## config.mk

```make
export PLATFORM = sky130hd
export DESIGN_NAME = bcd_mod_counter_flat
export DESIGN_NICKNAME = d
export VERILOG_FILES = /design/src/rtl/bcd_mod_counter_if.sv /design/src/rtl/bcd_mod_counter.sv /design/src/flat_wrapper.sv
export SDC_FILE = /design/constraint.sdc
export NUM_CORES = 1
export LEC_CHECK = 0
export ABC_AREA = 0
export ABC_CLOCK_PERIOD_IN_PS = 1800
export BUFFER_PORTS_ARGS = -buffer_cell sky130_fd_sc_hd__buf_2
export CORE_MARGIN = 1.5
export CORE_UTILIZATION = 30
export DETAILED_ROUTE_END_ITERATION = 6
export SLEW_MARGIN = 0
export SYNTH_ARGS = -nofsm -noshare
export SYNTH_HDL_FRONTEND = slang
export SYNTH_SLANG_ARGS = --single-unit
export TNS_END_PERCENT = 5
```

## constraint.sdc

```tcl
create_clock -name clk -period 1.8 [get_ports clk]
set_clock_uncertainty 0.15 [all_clocks]
set_input_delay 0.18 -clock clk [delete_from_list [all_inputs] [get_ports clk]]
set_output_delay 0.18 -clock clk [all_outputs]
set_load 0.02 [all_outputs]
```

## src/rtl/bcd_mod_counter_if.sv

```systemverilog
// Signal bundle for bcd_mod_counter; ld/din exist only when BCD_CNT_LOAD_EN is defined.
interface bcd_mod_counter_if #(
  parameter int DIGITS = 2
);
  // en is a per-edge step strobe with no back-pressure: every rising clk edge
  // that sees en = 1 advances the count once. rco is the combinational
  // "this stage wraps on this edge" strobe used as the next stage's en.
  logic                en;
  logic                up;
`ifdef BCD_CNT_LOAD_EN
  logic                ld;
  logic [4*DIGITS-1:0] din;
`endif
  logic [4*DIGITS-1:0] bcd;
  logic                rco;
  logic                wrap;
  logic                err;

  modport master (
    output en, up,
`ifdef BCD_CNT_LOAD_EN
    output ld, din,
`endif
    input  bcd, rco, wrap, err
  );

  modport slave (
    input  en, up,
`ifdef BCD_CNT_LOAD_EN
    input  ld, din,
`endif
    output bcd, rco, wrap, err
  );
endinterface

```

## src/rtl/bcd_mod_counter.sv

```systemverilog
// Cascadable BCD modulo-MODULUS up/down counter with registered wrap pulse.
// Optional parallel load with range checking is enabled by BCD_CNT_LOAD_EN.
module bcd_mod_counter #(
  parameter int DIGITS  = 2,
  parameter int MODULUS = 60
) (
  input  logic             clk,
  input  logic             cr,
  bcd_mod_counter_if.slave bus
);

  localparam int W = 4 * DIGITS;

  function automatic logic [W-1:0] to_bcd(input int value);
    logic [W-1:0] r;
    int           v;
    r = '0;
    v = value;
    for (int i = 0; i < DIGITS; i++) begin
      r[4*i +: 4] = 4'(v % 10);
      v = v / 10;
    end
    return r;
  endfunction

  localparam logic [W-1:0] MAX_BCD = to_bcd(MODULUS - 1);

  generate
    if (DIGITS < 1 || DIGITS > 4) begin : g_bad_digits
      $fatal(1, "bcd_mod_counter: DIGITS must be 1..4");
    end
    if (MODULUS < 2 || MODULUS > 10**DIGITS) begin : g_bad_modulus
      $fatal(1, "bcd_mod_counter: MODULUS must be 2..10**DIGITS");
    end
  endgenerate

  logic [W-1:0] count;
  logic         wrap_q;
  logic [W-1:0] inc_val;
  logic [W-1:0] dec_val;
  logic [W-1:0] load_val;
  logic         ld_eff;
  logic         at_max;
  logic         at_zero;
  logic         terminal;

  // Terminal is a whole-value compare so MODULUS need not align to digit limits.
  assign at_max   = (count == MAX_BCD);
  assign at_zero  = (count == '0);
  assign terminal = bus.up ? at_max : at_zero;

  always_comb begin : step_chain
    logic carry;
    logic borrow;
    carry   = 1'b1;
    borrow  = 1'b1;
    inc_val = count;
    dec_val = count;
    for (int i = 0; i < DIGITS; i++) begin
      if (carry) begin
        if (count[4*i +: 4] == 4'd9) begin
          inc_val[4*i +: 4] = 4'd0;
        end else begin
          inc_val[4*i +: 4] = count[4*i +: 4] + 4'd1;
          carry = 1'b0;
        end
      end
      if (borrow) begin
        if (count[4*i +: 4] == 4'd0) begin
          dec_val[4*i +: 4] = 4'd9;
        end else begin
          dec_val[4*i +: 4] = count[4*i +: 4] - 4'd1;
          borrow = 1'b0;
        end
      end
    end
  end

`ifdef BCD_CNT_LOAD_EN
  logic load_ok;
  logic err_q;

  // Invalid if any nibble is not a decimal digit or the value is out of range.
  always_comb begin : load_check
    logic [15:0] value;
    logic        digit_bad;
    value     = '0;
    digit_bad = 1'b0;
    for (int i = 0; i < DIGITS; i++) begin
      if (bus.din[4*i +: 4] > 4'd9) digit_bad = 1'b1;
      value = value + 16'(bus.din[4*i +: 4]) * 16'(10**i);
    end
    load_ok  = !digit_bad && (value < 16'(MODULUS));
    load_val = load_ok ? bus.din : '0;
  end

  assign ld_eff = bus.ld;

  always_ff @(posedge clk or posedge cr) begin
    if (cr) begin
      err_q <= 1'b0;
    end else if (bus.ld) begin
      err_q <= ~load_ok;
    end
  end

  assign bus.err = err_q;
`else
  assign ld_eff   = 1'b0;
  assign load_val = '0;
  assign bus.err  = 1'b0;
`endif

  always_ff @(posedge clk or posedge cr) begin
    if (cr) begin
      count  <= '0;
      wrap_q <= 1'b0;
    end else if (ld_eff) begin
      count  <= load_val;
      wrap_q <= 1'b0;
    end else if (bus.en) begin
      if (terminal) begin
        count  <= bus.up ? '0 : MAX_BCD;
        wrap_q <= 1'b1;
      end else begin
        count  <= bus.up ? inc_val : dec_val;
        wrap_q <= 1'b0;
      end
    end else begin
      wrap_q <= 1'b0;
    end
  end

  assign bus.bcd  = count;
  assign bus.rco  = bus.en & ~ld_eff & terminal;
  assign bus.wrap = wrap_q;

endmodule

```

## src/flat_wrapper.sv

```systemverilog
// flat-port wrapper written by rule: the top's interface ports become plain ports
module bcd_mod_counter_flat 
#(
  parameter int DIGITS  = 2,
  parameter int MODULUS = 60
)
  (clk, cr, bus_en, bus_up, bus_bcd, bus_rco, bus_wrap, bus_err);
  bcd_mod_counter_if #(.DIGITS(DIGITS)) bus_i ();
  input  logic clk;
  input  logic cr;
  input wire logic [$bits(bus_i.en)-1:0] bus_en;
  input wire logic [$bits(bus_i.up)-1:0] bus_up;
  output wire logic [$bits(bus_i.bcd)-1:0] bus_bcd;
  output wire logic [$bits(bus_i.rco)-1:0] bus_rco;
  output wire logic [$bits(bus_i.wrap)-1:0] bus_wrap;
  output wire logic [$bits(bus_i.err)-1:0] bus_err;
  assign bus_i.en = bus_en;
  assign bus_i.up = bus_up;
  assign bus_bcd = bus_i.bcd;
  assign bus_rco = bus_i.rco;
  assign bus_wrap = bus_i.wrap;
  assign bus_err = bus_i.err;
  bcd_mod_counter #(.DIGITS(DIGITS), .MODULUS(MODULUS)) u_core (.clk(clk), .cr(cr), .bus(bus_i));
endmodule
```

==> results of run 1 <==
[cell usage in the layout, fill, tap and decap left out, drive strengths merged, types with 2 or more instances in the layout]
cell type,synthesis,layout
nor2b,2,2
nand3,2,2
xnor2,3,3
nor3,2,2
nor2,3,3
a21oi,3,3
and4b,2,2
inv,5,5
ha,4,4
nand2b,3,3
clkbuf,0,4
buf,8,37
nand3b,2,2
o21ai,11,11
nor4b,2,2
o21bai,2,2
dfrtp,9,9
nand2,6,6
and3,2,2
[cell type report]
class,count,area (um2)
fillers,250,1350
well taps,30,37.5
repair buffers,38,265
flip-flops and latches,9,226
inverters,5,18.8
multi-input cells,64,529
clock buffers,4,26.3
[what timing repair did]
action	in CTS	in global routing
hold buffers	1	0
cloned	0	0
hold endpoints to repair	9	0
setup buffers	8	4
pin swaps	3	5
gates resized for setup	10	6
setup endpoints to repair	4	6
[critical path: stages (launching register included)]
cell and delay (ns):
dfrtp_2 0.45, inv_2 0.10, ha_4 0.13, nor4b_4 0.22, buf_4 0.17, o21ai_4 0.06
nor2_4 0.13, buf_6 0.12
[per-stage QoR]
step	total power [uW]	hold WS, ns
floorplan	1110	-0.142
global placement	1430	0.00673
detailed placement	1450	0.0144
CTS	1730	0.0784
global route	1960	0.104
finish	1820	0.0917
[cell families (layout without fill, tap and decap cells)]
| group | Yosys count | in the layout | synth area share [%] |
|---|---|---|---|
| muxes | 2 | 2 | 2.78 |
| DFF | 9 | 9 | 29.5 |
| xor gates and xnor gates | 4 | 4 | 4.58 |
| adders and majority gates | 4 | 4 | 6.55 |
| other | 1 | 1 | 0.491 |
| AOI/OAI and AO/OA | 24 | 24 | 20.9 |
| and+or+nand+nor | 29 | 29 | 26.3 |
| buffers and inverters | 13 | 47 | 8.84 |
[cell usage after synthesis (all sizes together), types with 2 or more instances]
cell / n
o21ai: 11
nand3b: 2
nand2: 6
inv: 5
nor4b: 2
a21oi: 3
buf: 8
nor3: 2
and4b: 2
nor2: 3
o21bai: 2
nand2b: 3
dfrtp: 9
nand3: 2
and3: 2
ha: 4
xnor2: 3
nor2b: 2
[power by group through the flow]
stage	Sequential, uW	Clock (uW)	Combinational (uW)
finish	424	165	1230
global route	436	180	1350
CTS	422	173	1130
detailed placement	417	0	1030
global placement	408	0	1020
floorplan	502	0	605
[final timing paths]
check	depth (start not counted)	slack [ns]	to
setup / recovery	7	-0.18	bus_rco
hold / removal	2	0.09	u_core.bus.bcd[0]
setup reg to reg	9	-0.02	u_core.bus.bcd[6]
hold reg to reg	2	0.44	u_core.bus.bcd[5]
max in group asynchronous	3	0.94	u_core.bus.bcd[0]
min in group asynchronous	3	0.28	u_core.bus.bcd[3]
[layer usage]
metal / part of all wire (%) / vias up / GRT usage [%]
li1: - / 370 / -
met3: 2.9 / 4 / 4.24
met5: 0 / - / 0
met2: 53 / 16 / 26.5
met1: 42 / 364 / 19.2
met4: 1.9 / 0 / 5.13
[flip-flops by register name, summed over array words and instances, names as in the netlist]
register,cells
u_core.bus.bcd,8
u_core.bus.wrap,1
==> run_results.csv, run 1 <==
group,metric,value,unit
status,outcome,"finished with violations",
status,failed_checks,"negative setup slack",
logic_synthesis,netlist_instances,86,
sta,finalCritPeriodShare,110,%
floorplanning,start_util,31.1,%
clock_network,root_buffer,"clkbuf_4",
routing,routedWlPerCell,14.1,um
pwr,vdd_drop_max,0.903,mV
logic_synthesis,ys_types,39,
sta,setup_ws,-0.185,ns
place,place_area,923,um2
logic_synthesis,synth_async_sr_flop_share,100,%
place,place.gp.congestion,0.905,
final_layout,nNetsFinal,129,
worst_setup_path,startpoint_type,"flop",
sta,setup_viol,3,
global_route,grt.overflow.total,0,
pwr,internal-power,979,uW
pwr,p_leak,0.000512,uW
pwr,p_switching,836,uW
final_layout,drive_above_1_share,50.0,%
routing,wirelength,2110,um
pwr,power.density,1640,nW/um2
sta,fin_setup_tns,-0.222,ns
routing,vias,754,
logic_synthesis,synth_seq_area_share,29.5,%
global_route,grt_max_degree,13,
worst_hold_path,min-delay-start,"bus_en",
clock_network,clk_pin_slew,0.06,ns
place,dp_hpwl,1260,um
worst_setup_path,arrival,1.65,ns
sta,slew_viol_final,0,
floorplanning,pin_count,15,
logic_synthesis,synth_top_area_share,29.5,%
sta,layout_min_cycle_time,1.98,ns
sta,hold_viol,0,
sta,rsz0062_at_grt,"yes",
global_route,grt_pass1_wl,3150,um
final_layout,fin_util,45.0,%
floorplanning,row_count,18,
clock_network,cts_made_buffers,3,
global_route,grt_pass1_vias,658,
logic_synthesis,synth_seq_cells,9,
pwr,p_comb_share,67.5,%
final_layout,final_area,1100,um2
global_route,grt_usage,15.8,%
pwr,seqPwrFrac,23.4,%
floorplanning,die_h,53.5,um
routing,routed_via_density,5.03,
routing,firstDrtPassIters,4,
floorplanning,die_area,2860,um2
final_layout,area_growth_syn_to_layout,44.4,%
worst_setup_path,cp.required,1.47,ns
routing,drtIter0Drc,11,
worst_setup_path,r2r-start,"u_core.bus.bcd[0]",
logic_synthesis,synth_nets,94,
worst_setup_path,crit_type,"flop to output port",
pwr,p_clk_share,9.1,%
pwr,switching_share,46.1,%
final_layout,antenna_cells,0,
clock_network,cts_tree,"yes",
final_layout,finalNonFillerCells,150,
place,dp_cells,133,
logic_synthesis,yosys-top-cells-area,"dfrtp_1 (29%), ha_1 (6.5%), o21ai_0 (4.6%)",
worst_setup_path,end_kind,"output port",
job,drv_cap,0,
clock_network,cts_max_path_buffers,2,
routing,drc,0,
logic_synthesis,synth_edf_count,0,
clock_network,clock-sinks,9,
worst_setup_path,critical_path.startpoint,"u_core.bus.bcd[0]",
floorplanning,core-area,2450,um2
logic_synthesis,ys.flop_type,"dfrtp_1",
global_route,antenna_found_initial,0,
worst_setup_path,path_max_fanout,4,
worst_hold_path,hold_path.class,"primary input to flop",
routing,antenna_left,0,
clock_network,clk_latency,0.27,ns
logic_synthesis,synth_warnings,0,
logic_synthesis,yosysTopAreaCell,"dfrtp_1",
place,place_ws,-0.0268,ns
sta,fmax,504,MHz
logic_synthesis,syn_avg_cell_area,8.89,um2
clock_network,cts_max_level,1,
logic_synthesis,syn_area,764,um2
place,port_buffers,13,
floorplanning,die_w,53.5,um
(Power assumes the default switching activity.)
==> inputs of run 2 (changes only) <==
- CORE_UTILIZATION: 30 -> 40
==> run 2 against run 1 <==
Compared with the run above: the run still ends with negative setup slack left; register-to-register slack about the same; die area fell by 24%; sequential power decreased by 3%; hold slack better by 0.0065 ns; flip-flop and latch count stayed put; count of clock-buffer cells in the layout is the same; global-route usage increased by 1.3 points; core utilization up 13 points; largest cell class unchanged.
==> run_results.csv, run 2 (same netlist as run 1, synthesis figures left out) <==
group,metric,value,unit
status,outcome,"finished with violations",
global_route,antenna_found_initial,0,
pwr,vdd_drop_max,0.687,mV
global_route,grt_pass1_wl,2690,um
routing,vias,719,
sta,fmax,518,MHz
worst_setup_path,path_cells,"inv_2, ha_2, nor4b_4, buf_4, a22oi_2, nor2_4, buf_6",
clock_network,cts_max_path_buffers,2,
routing,routed_via_density,5.21,
pwr,seqPwrFrac,24.6,%
global_route,grt_max_degree,18,
status,failed_checks,"negative setup slack",
routing,drc,0,
place,dp_hpwl,1200,um
floorplanning,start_util,43.3,%
worst_setup_path,path_max_fanout,4,
sta,slew_viol_final,0,
global_route,grt_pass1_vias,625,
sta,holdWs,0.0981,ns
job,drv_cap,0,
worst_setup_path,cp_slowest_cell,"dfrtp_1",
routing,routedWlPerCell,12.5,um
pwr,p_clk_share,9.8,%
pwr,switching_share,45.6,%
worst_setup_path,end_kind,"output port",
worst_setup_path,cp_top_family,"flip-flops",
floorplanning,die_w,46.7,um
place,place.gp.congestion,0.775,
final_layout,nNetsFinal,122,
floorplanning,pin_count,15,
clock_network,clk_pin_slew,0.07,ns
routing,wirelength,1720,um
worst_hold_path,hold_path.class,"primary input to flop",
pwr,internal-power,911,uW
floorplanning,die_h,46.7,um
final_layout,finalNonFillerCells,138,
worst_setup_path,max_stage_delay,0.39,ns
worst_setup_path,crit_type,"flop to output port",
floorplanning,die_area,2180,um2
pwr,power.density,1650,nW/um2
sta,layout_min_cycle_time,1.93,ns
routing,firstDrtPassIters,4,
worst_setup_path,startpoint_type,"flop",
global_route,grt.overflow.total,0,
final_layout,fill_cells,185,
clock_network,cts_max_level,1,
clock_network,root_buffer,"clkbuf_4",
place,dp_cells,127,
final_layout,layout_commonest_cell,"buf_4",
final_layout,area_growth_syn_to_layout,32.7,%
pwr,p_leak,0.000475,uW
sta,finalCritPeriodShare,107,%
pwr,p_comb_share,65.6,%
global_route,grt_usage,17.0,%
floorplanning,core-area,1760,um2
place,port_buffers,13,
clock_network,clock-sinks,9,
routing,antenna_left,0,
sta,hold_viol,0,
worst_setup_path,arrival,1.60,ns
sta,rsz0062_at_grt,"yes",
sta,fin_setup_tns,-0.199,ns
clock_network,clk_latency,0.26,ns
clock_network,cts_made_buffers,3,
clock_network,cts_tree,"yes",
final_layout,largest_reg_flops,8,
sta,setup_ws,-0.131,ns
worst_setup_path,cp.required,1.47,ns
sta,setup_viol,4,
routing,drtIter0Drc,6,
final_layout,layout_common_cells,"buf_4 (17), buf_2 (12), dfrtp_1 (9)",
final_layout,drive_above_1_share,44.2,%
worst_setup_path,cp_num_buf_inv,3,
pwr,p_switching,764,uW
final_layout,antenna_cells,0,
floorplanning,row_count,15,
-- run 2: routing by layer --
metal  global-route usage [%]  wire length, um
met2                     31.9              898
met5                        0                0
met1                     20.2              750
met3                     3.92               58
met4                     2.22               14
-- run 2: path summary, 6_finish.rpt --
path	slack [ns]	cells past startpoint	end	startpoint
max in group asynchronous	0.97	3	u_core.bus.bcd[4]	cr
setup / recovery	-0.13	7	bus_rco	u_core.bus.bcd[1]
hold reg to reg	0.41	2	u_core.bus.bcd[5]	u_core.bus.bcd[5]
min in group asynchronous	0.27	3	u_core.bus.bcd[6]	cr
setup reg to reg	-0.03	7	u_core.bus.bcd[6]	u_core.bus.bcd[0]
hold / removal	0.1	2	u_core.bus.bcd[0]	bus_en
-- run 2: cell type report --
cell class / count / area [um2] / share of cell area (%)
Sequential cell: 9 / 225 / 22.2
Inverter: 5 / 18.8 / 1.85
Multi-Input combinational cell: 64 / 504 / 49.7
Clock buffer: 4 / 26.3 / 2.59
Tap cell: 25 / 31.3 / 3.08
Timing Repair Buffer: 31 / 209 / 20.6
-- run 2: stage by stage --
step / total power (uW) / setup WS (ns) / utilization (%) / instance area [um2]
global route: 1810 / -0.216 / 57.5 / 1010
floorplan: 1110 / -0.0329 / - / 779
CTS: 1640 / -0.134 / 56.3 / 993
detailed placement: 1420 / 0.0105 / 51.6 / 910
global placement: 1410 / 0.0613 / 51.6 / 910
finish: 1670 / -0.131 / 57.5 / 1010
-- run 2: power groups by stage --
stage	clock (uW)	combinational (uW)	sequential, uW
6_report	164	1100	412
5_1_grt	178	1200	429
4_1_cts	161	1060	411
3_5_place_dp	0	1010	417
3_3_place_gp	0	997	415
2_1_floorplan	0	605	502
-- run 2: repair_timing --
action | 4_1_cts | 5_1_grt
pin swaps | 3 | 1
setup buffers | 5 | 1
hold buffers | 1 | 0
gates resized for setup | 5 | 5
gates cloned | 0 | 0
hold endpoints to repair | 9 | 0
setup endpoints to repair | 1 | 6
